==> src/rtl/mips_pkg.sv <==
// Shared MIPS32 pipeline definitions: field widths, NOP encoding, hazard FSM states.
package mips_pkg;

  localparam int unsigned REG_W      = 5;
  localparam int unsigned INSTR_W    = 32;
  localparam int unsigned MD_LAT_DEF = 4;
  localparam int unsigned PERF_W     = 32;

  localparam logic [INSTR_W-1:0] NOP_INSTR = 32'h0000_0000;

  typedef enum logic [0:0] {
    IDLE    = 1'b0,
    MD_BUSY = 1'b1
  } ctrl_state_t;

endpackage : mips_pkg

==> src/rtl/md_busy_tracker.sv <==
// Mult/div occupancy tracker: holds MD_BUSY for MD_LAT cycles after each issue.
module md_busy_tracker #(
  parameter int unsigned MD_LAT = mips_pkg::MD_LAT_DEF
) (
  input  logic clk,
  input  logic rst_n,
  input  logic issue,
  output logic md_busy
);

  import mips_pkg::*;

  localparam int unsigned MD_CNT_W = $clog2(MD_LAT + 1);

  ctrl_state_t         state_q, state_d;
  logic [MD_CNT_W-1:0] md_cnt_q, md_cnt_d;

  // State and busy-counter registers.
  always_ff @(posedge clk or negedge rst_n) begin
    if (!rst_n) begin
      state_q  <= IDLE;
      md_cnt_q <= '0;
    end else begin
      state_q  <= state_d;
      md_cnt_q <= md_cnt_d;
    end
  end

  // Next state: load the occupancy on issue, count down to release.
  always_comb begin
    state_d  = state_q;
    md_cnt_d = md_cnt_q;
    case (state_q)
      IDLE: begin
        if (issue) begin
          state_d  = MD_BUSY;
          md_cnt_d = MD_CNT_W'(MD_LAT);
        end
      end
      MD_BUSY: begin
        if (md_cnt_q == MD_CNT_W'(1)) begin
          state_d  = IDLE;
          md_cnt_d = '0;
        end else begin
          md_cnt_d = md_cnt_q - MD_CNT_W'(1);
        end
      end
    endcase
  end

  // Busy flag decoded straight from the state.
  always_comb begin
    md_busy = (state_q == MD_BUSY);
  end

endmodule : md_busy_tracker

==> src/rtl/pipe_hazard_ctrl.sv <==
// Hazard/sequencing controller for the 5-stage MIPS32 pipeline.
// Optional HAZ_PERF_CNT_EN adds saturating stall/flush performance counters.
module pipe_hazard_ctrl #(
  parameter int unsigned REG_W  = mips_pkg::REG_W,
  parameter int unsigned MD_LAT = mips_pkg::MD_LAT_DEF
) (
  input  logic             clk,
  input  logic             rst_n,
  input  logic [REG_W-1:0] id_rs,
  input  logic [REG_W-1:0] id_rt,
  input  logic             id_uses_rs,
  input  logic             id_uses_rt,
  input  logic             id_is_muldiv,
  input  logic             id_reads_hilo,
  input  logic             ex_mem_read,
  input  logic [REG_W-1:0] ex_rt,
  input  logic             ex_branch_taken,
  output logic             pc_we,
  output logic             ifid_we,
  output logic             ifid_flush,
  output logic             idex_bubble,
  output logic             md_busy
`ifdef HAZ_PERF_CNT_EN
  ,
  output logic [31:0]      perf_stall_cnt,
  output logic [31:0]      perf_flush_cnt
`endif
);

  import mips_pkg::*;

  logic load_use;
  logic md_hazard;
  logic issue;

  // Hazard conditions; $0 is hardwired so it never creates a dependency.
  always_comb begin
    load_use  = ex_mem_read && (ex_rt != '0) &&
                ((id_uses_rs && (id_rs == ex_rt)) ||
                 (id_uses_rt && (id_rt == ex_rt)));
    md_hazard = md_busy && (id_is_muldiv || id_reads_hilo);
    issue     = id_is_muldiv && !ex_branch_taken && !load_use && !md_hazard;
  end

  // Priority mux of the pipeline strobes: reset > branch > stall > normal.
  always_comb begin
    pc_we       = 1'b1;
    ifid_we     = 1'b1;
    ifid_flush  = 1'b0;
    idex_bubble = 1'b0;
    if (!rst_n) begin
      pc_we       = 1'b0;
      ifid_we     = 1'b0;
      ifid_flush  = 1'b1;
      idex_bubble = 1'b1;
    end else if (ex_branch_taken) begin
      ifid_flush  = 1'b1;
      idex_bubble = 1'b1;
    end else if (load_use || md_hazard) begin
      pc_we       = 1'b0;
      ifid_we     = 1'b0;
      idex_bubble = 1'b1;
    end
  end

  md_busy_tracker #(
    .MD_LAT (MD_LAT)
  ) u_md_busy_tracker (
    .clk     (clk),
    .rst_n   (rst_n),
    .issue   (issue),
    .md_busy (md_busy)
  );

`ifdef HAZ_PERF_CNT_EN
  logic [PERF_W-1:0] stall_cnt_q, stall_cnt_d;
  logic [PERF_W-1:0] flush_cnt_q, flush_cnt_d;

  // Saturating increments for bubble-only stalls and flushes.
  always_comb begin
    stall_cnt_d = stall_cnt_q;
    flush_cnt_d = flush_cnt_q;
    if (idex_bubble && !ifid_flush && (stall_cnt_q != '1)) begin
      stall_cnt_d = stall_cnt_q + PERF_W'(1);
    end
    if (ifid_flush && rst_n && (flush_cnt_q != '1)) begin
      flush_cnt_d = flush_cnt_q + PERF_W'(1);
    end
  end

  // Performance counter registers.
  always_ff @(posedge clk or negedge rst_n) begin
    if (!rst_n) begin
      stall_cnt_q <= '0;
      flush_cnt_q <= '0;
    end else begin
      stall_cnt_q <= stall_cnt_d;
      flush_cnt_q <= flush_cnt_d;
    end
  end

  assign perf_stall_cnt = stall_cnt_q;
  assign perf_flush_cnt = flush_cnt_q;
`endif

endmodule : pipe_hazard_ctrl

==> config.mk <==
export PLATFORM = sky130hd
export DESIGN_NAME = pipe_hazard_ctrl
export DESIGN_NICKNAME = d
export VERILOG_FILES = /design/src/rtl/mips_pkg.sv /design/src/rtl/md_busy_tracker.sv /design/src/rtl/pipe_hazard_ctrl.sv
export SDC_FILE = /design/constraint.sdc
export NUM_CORES = 1
export LEC_CHECK = 0
export BUFFER_PORTS_ARGS = -buffer_cell sky130_fd_sc_hd__buf_2
export CAP_MARGIN = 20
export CORE_AREA = 2 2 39 41
export CTS_CLUSTER_SIZE = 14
export DETAILED_ROUTE_END_ITERATION = 12
export DIE_AREA = 0 0 41 43
export PLACE_DENSITY = 0.63
export SKIP_CTS_REPAIR_TIMING = 1
export SYNTH_ARGS = -nofsm -noshare
export SYNTH_HDL_FRONTEND = slang
export SYNTH_SLANG_ARGS = --single-unit
==> constraint.sdc <==
create_clock -name clk -period 2.77 [get_ports clk]
set_input_delay 0.1385 -clock clk [delete_from_list [all_inputs] [get_ports clk]]
set_output_delay 0.1385 -clock clk [all_outputs]
set_load 0.02 [all_outputs]
==> results of run 1 <==
-- registers in the layout, indices dropped and copies added (netlist names) --
| register | cells |
|---|---|
| u_md_busy_tracker.md_busy | 1 |
| u_md_busy_tracker.md_cnt_q | 3 |
-- worst max-delay path: cells and delay by family --
family                 cells  cell delay [ps]
AO/OA/AOI/OAI              2              340
buffers and inverters      2              290
AND/OR/NAND/NOR            2              610
-- power by group through the flow --
stage	sequential, µW	clock, µW	combinational [µW]
CTS	121	75.7	221
finish	120	74.2	218
floorplan	123	0	155
detailed placement	122	0	219
global route	125	80.6	253
global placement	123	0	218
-- worst min-delay path by stage --
stage | endpoint | depth (start not counted) | slack [ps]
6_report | u_md_busy_tracker.md_cnt_q[0] | 4 | 200
5_1_grt | u_md_busy_tracker.md_cnt_q[0] | 4 | 250
4_1_cts | u_md_busy_tracker.md_cnt_q[0] | 1 | -280
3_5_place_dp | u_md_busy_tracker.md_cnt_q[0] | 1 | -30
3_3_place_gp | u_md_busy_tracker.md_cnt_q[2] | 1 | -30
2_1_floorplan | u_md_busy_tracker.md_busy | 0 | -160
-- layout make-up --
cell class / instances / share of cell area, %
inverter: 3 / 1.82
multi-input combinational: 45 / 51.6
tap: 16 / 3.24
clock buffer: 3 / 3.64
timing repair buffer: 28 / 23.5
sequential: 4 / 16.2
-- logic make-up after synthesis --
group,after synthesis,share of synthesized area [%]
adder cells (fa/ha/maj),2,5.71
buffers and inverters,4,4.29
flip-flops,4,22.9
AND/OR/NAND/NOR,18,21.4
AO/OA/AOI/OAI,15,25.7
XOR/XNOR,10,20.0
-- cell usage after synthesis --
cell type / n / area (µm²)
xnor2_1: 10 / 87.6
nand2_1: 6 / 22.5
dfrtp_1: 4 / 100
o21ai_0: 4 / 20.0
inv_1: 3 / 11.3
nor2_1: 3 / 11.3
ha_1: 2 / 25.0
nand2b_1: 2 / 12.5
nand4_1: 2 / 12.5
nor2b_1: 2 / 12.5
a21o_1: 1 / 7.51
a21oi_1: 1 / 5.00
a21oi_2: 1 / 8.76
a221o_1: 1 / 10.0
a221oi_1: 1 / 8.76
a22oi_1: 1 / 7.51
and2_1: 1 / 6.26
buf_4: 1 / 7.51
nor3_1: 1 / 5.00
o2111ai_1: 1 / 8.76
o21ai_1: 1 / 5.00
o21ai_4: 1 / 16.3
o22a_1: 1 / 8.76
o22ai_1: 1 / 6.26
or4_4: 1 / 11.3
-- per-stage QoR --
stage	util (%)	setup WS, ps	total power [µW]	hold slack, ps	area, µm²
5_1_grt	44.7	1150	459	249	618
3_3_place_gp	42.3	1260	341	-29.9	586
6_report	44.7	1250	412	201	618
4_1_cts	43.9	1240	418	-285	608
2_1_floorplan	-	1250	279	-157	438
3_5_place_dp	42.3	1240	341	-30.2	586
-- layer usage --
layer  vias to the layer above  part of all wire (%)
li1                        252                     -
met1                       208                    42
met5                         -                     0
met4                         0                   3.8
met3                         5                   5.0
met2                        22                    49
==> impl_results.md, run 1 <==
- Outcome: complete, no violations
- Post-Synthesis Cell Area: approximately 440 µm²
- Reg power frac: slightly below 30%
- CP Launch Point: ex_rt[1]
- Met3 Track Usage GR: 3.14%
- Final setup fails: 0
- Clock power frac: about 18%
- Multi-input logic area: about 320 µm²
- H-tree Lvls: 1
- Commonest non-fill, non-tap cells in the layout: buf_2, xnor2_1, nand2_1
- Crit-path slowest cell: or4_4
- Hold WC Path Type: in -> reg
- Worst hold start: id_is_muldiv
- Share of post-route cells with drive strength above 1: roughly two fifths
- FP Rows: 14
- Reg-to-reg slack, setup: between 1500 and 2000 ps
- Min Tclk post-route: 1520 ps
- Switching power total: roughly 160 µW
- Critical path cell sequence: buf_2 -> or4_4 -> o21ai_4 -> nor2_1 -> a21oi_2 -> buf_2
- Final period util: a little under three fifths
- N_diodes: 0
- Clk sinks: 4
- Setup TNS: 0 ps
- 1st-pass router iterations: 2
- Vias in the first global route: approximately 430
- Net Sw Frac: between 30% and 40%
- Fill count: about 140
- Die Y: 43 µm
- # IOs: 28
- Global route overflow: 0
- Slowest cell delay on critical path: between 500 and 600 ps
- Via count: ~500
- Leak: roughly 0.00028 µW
- Met2 Use GR: around 23%
- Gate power share: 52.8%
- All-Layer GR Usage: about 14%
- Rel. slew slack: 79.2%
- Critical R2R Capture: u_md_busy_tracker.md_cnt_q[2]
- Worst Path Arrival: between 1000 and 1500 ps
- Most common cell after layout, fill and taps aside: buf_2
- Via density: ~5
- Dpl cells: 95
- Final Hold Fails: 0
- Die Wd: approximately 41 µm
- Clock Skews: roughly 4.5 ps
- Syn Inst Count: 53
- Die area: 1760 µm²
- Cts bufs inserted: 3
- Ys Warns: 0
- Post-route DRC: 0
- Sequential share of the synthesized area: 22.9%
- Max-cap violations: 0
- Clk buf depth: 2
- Syn Nets: between 70 and 80
- CTS tree: done
- Setup crit end: pc_we
- Synth Register Bits: 4
- RSZ-0062 raised after global routing: false
- Port bufs: 27
- Largest net degree at the start of global routing: 10
- Post-DR wirelength/cell: between 9 and 10 µm
- DRT Wirelength: around 980 µm
- GP Congestion: around 0.8
- CP max FO: 6
- R2r startpoint: u_md_busy_tracker.md_busy
- Drt first-iter violations: 5
- R2R depth: 4
- Worst-Margin Slew: 311 ps
- GRT Max-Usage Layer: met2
- Routed Antenna Nets: 0
- Peak supply drop: between 0.2 and 0.3 mV
- Global routing usage on met1: roughly 16%
- Root buffer cell: clkbuf_4
- HPWL Detailed: between 800 and 900 µm
- CP most frequent cell: buf_2
- Synth cell types: 25
- Max-slew violation count: 0
- Clk_lat worst skew: ~240 ps
- WS Path Type: in -> out
- Mean area per synthesized cell: about 8.3 µm²
- Initial antenna violation count: 0
- Register Area: roughly 100 µm²
- Non-filler cells, final: between 90 and 100
- Power density cells: between 600 and 700 nW/µm²
- Core area: approximately 1400 µm²
- Int Power: around 250 µW
- Required time of the critical path: ~2600 ps
- Startpoint Class: input pin
- Worst-path clk slew: around 40 ps
- Fmax: around 660 MHz
- Initial Utilization: a little under a third
- Area growth, synth to finish: 41.1%
- Kind of end point of the critical path: output pin
- NumNets Final: 110
- First-pass GRT wire length: roughly 1700 µm
No activity file was read; power rests on OpenSTA's default activity.
==> run 2: changes to the inputs <==
--- a/config.mk
+++ b/config.mk
@@ -11,7 +11,7 @@
 export CTS_CLUSTER_SIZE = 14
 export DETAILED_ROUTE_END_ITERATION = 12
 export DIE_AREA = 0 0 41 43
-export PLACE_DENSITY = 0.63
+export PLACE_DENSITY = 0.65
 export SKIP_CTS_REPAIR_TIMING = 1
 export SYNTH_ARGS = -nofsm -noshare
 export SYNTH_HDL_FRONTEND = slang
==> constraint.sdc (replaced) <==
create_clock -name clk -period 1.4 [get_ports clk]
set_input_delay 0.07 -clock clk [delete_from_list [all_inputs] [get_ports clk]]
set_output_delay 0.07 -clock clk [all_outputs]
set_load 0.02 [all_outputs]
==> run 2 against run 1 <==
Compared with the run above:
- worst setup slack lost 1200 ps
- global-route usage is essentially flat
- via count grew 2.9%
- critical path depth is the same
- combinational power grew 120%
- clock skew shrank 3.4 ps
- critical endpoint is now ifid_we
- highest routed layer is now met3
==> impl_results.md, run 2 (synthesis gave the netlist of run 1 again) <==
- Worst-Margin Slew: 306 ps (was 311 ps)
- Max-cap violations: 0 (unchanged)
- Vias in the first global route: 450 (was 433)
- Worst-path clk slew: 40 ps (about the same)
- Slowest cell delay on critical path: 530 ps (was 540 ps)
- Clock Skews: 1.08 ps (was 4.45 ps)
- FP Rows: 14 (unchanged)
- Max FFs per register: 3 (unchanged)
- Switching power total: 336 µW (was 165 µW)
- Power density cells: 1320 nW/µm² (was 667 nW/µm²)
- N_diodes: 0 (unchanged)
- Most common cell after layout, fill and taps aside: buf_2 (unchanged)
- Int Power: 513 µW (was 247 µW)
- Worst Path Arrival: 1280 ps (was 1390 ps)
- Largest net degree at the start of global routing: 8 (was 10)
- Non-filler cells, final: 102 (was 99)
- # IOs: 28 (unchanged)
- CP max FO: 5 (was 6)
- Die Y: 43 µm (unchanged)
- Clk buf depth: 2 (unchanged)
- Crit-path slowest cell: or4_4 (unchanged)
- Min Tclk post-route: 1350 ps
- Fmax: 742 MHz
- Gate power share: 56.5% (was 52.8%)
- Clk_lat worst skew: 240 ps (about the same)
- Peak supply drop: 0.555 mV (was 0.298 mV)
- Via density: 4.91 (was 4.92)
- Area growth, synth to finish: 46.9% (was 41.1%)
- Cts bufs inserted: 3 (unchanged)
- Port bufs: 27 (unchanged)
- Dpl cells: 98 (was 95)
- Root buffer cell: clkbuf_4 (unchanged)
- H-tree Lvls: 1 (unchanged)
- Required time of the critical path: 1330 ps (was 2630 ps)
- Cell family with most CP delay: simple AND/OR/NAND/NOR gates (unchanged)
- Post-DR wirelength/cell: 9.85 µm (about the same)
- WS Path Type: in -> out (unchanged)
- Share of post-route cells with drive strength above 1: 41.9% (was 39.8%)
- First-pass GRT wire length: 1680 µm (was 1660 µm)
- Final Hold Fails: 0 (unchanged)
- Die Wd: 41 µm (unchanged)
- Core area: 1380 µm² (unchanged)
- Final Core Density: 46.5% (was 44.7%)
- Fill count: 139 (unchanged)
- Clk sinks: 4 (unchanged)
- Reg power frac: 26.2% (was 29.2%)
- Via count: 501 (was 487)
- Register Area: 100 µm² (unchanged)
- Hold WC Path Type: in -> reg (unchanged)
- Final setup fails: 0 (unchanged)
- Setup TNS: 0 ps (unchanged)
- Post-route DRC: 0 (unchanged)
- Initial antenna violation count: 0 (unchanged)
- Leak: 0.000299 µW (was 0.000283 µW)
- Commonest non-fill, non-tap cells in the layout: buf_2, xnor2_1, nand2_1 (unchanged)
- Startpoint Class: input pin (unchanged)
- Critical path cell sequence: buf_2 -> or4_4 -> o21ai_4 -> nor2_1 -> a21oi_2 -> buf_2 (unchanged)
- CP most frequent cell: buf_2 (unchanged)
- Max-slew violation count: 0 (unchanged)
- Multi-input logic area: 319 µm² (unchanged)
- Initial Utilization: 31.6% (unchanged)
- HPWL Detailed: 882 µm (was 828 µm)
- Drt first-iter violations: 3 (was 5)
- Net Sw Frac: 39.6% (was 40.0%)
- RSZ-0062 raised after global routing: false (unchanged)
- Die area: 1760 µm² (unchanged)
- DRT Wirelength: 1010 µm (was 975 µm)
- 1st-pass router iterations: 4 (was 2)
- Largest Register: u_md_busy_tracker.md_cnt_q (unchanged)
- Worst path bufs/invs: 2 (unchanged)
- All-Layer GR Usage: 14.5% (about the same)
- Kind of end point of the critical path: output pin (unchanged)
- CTS tree: done (unchanged)
- Routed Antenna Nets: 0 (unchanged)
- Rel. slew slack: 79.6% (was 79.2%)
- GP Congestion: 0.770 (was 0.802)
- Clock power frac: 17.4% (was 18.0%)
- Outcome: complete, no violations (unchanged)
- NumNets Final: 113 (was 110)
- Final period util: between 90% and 100%
- Global route overflow: 0 (unchanged)
[run 2: path summary, 6_finish.rpt]
path,start,cells after the start,slack [ps],to
min in group asynchronous,rst_n,2,180,u_md_busy_tracker.md_busy
max reg2reg,u_md_busy_tracker.md_cnt_q[0],4,150,u_md_busy_tracker.md_cnt_q[1]
max,ex_rt[1],6,50,ifid_we
min,id_is_muldiv,4,150,u_md_busy_tracker.md_cnt_q[0]
max in group asynchronous,rst_n,2,1080,u_md_busy_tracker.md_cnt_q[1]
min reg2reg,u_md_busy_tracker.md_cnt_q[2],2,550,u_md_busy_tracker.md_cnt_q[2]
[run 2: power groups by stage]
stage,Combinational (µW),Clock (µW),Sequential [µW]
4_1_cts,482,154,224
3_5_place_dp,480,0,225
2_1_floorplan,307,0,244
5_1_grt,551,168,232
3_3_place_gp,473,0,225
6_report,479,147,222
[run 2: worst reg2reg max path: stages (launching register included)]
cell and delay [ps]:
dfrtp_1 380, inv_1 60, ha_1 290, a221o_1 350, a21oi_1 110
[run 2: layout make-up]
cell class | instances | share of cell area [%]
well taps | 16 | 3.11
multi-input cells | 45 | 49.6
repair buffers | 31 | 26.5
flip-flops and latches | 4 | 15.6
inverters | 3 | 1.75
clock buffers | 3 | 3.50
[run 2: routing by layer]
| layer | vias to the layer above | global-route usage, % | part of all wire, % |
|---|---|---|---|
| met3 | 0 | 7.85 | 8.9 |
| met5 | - | 0 | 0 |
| li1 | 256 | - | - |
| met1 | 224 | 14.3 | 37 |
| met4 | 0 | 4.00 | 0 |
| met2 | 21 | 24.7 | 54 |
[run 2: metrics by stage]
stage          power, µW  setup slack [ps]  hold slack, ps  instance area, µm²
2_1_floorplan        551              16.6            -226                 438
3_3_place_gp         698              63.0           -98.7                 608
3_5_place_dp         704              40.6            -100                 608
4_1_cts              860              40.6            -355                 631
5_1_grt              952              4.31             167                 643
6_report             849              52.3             145                 643
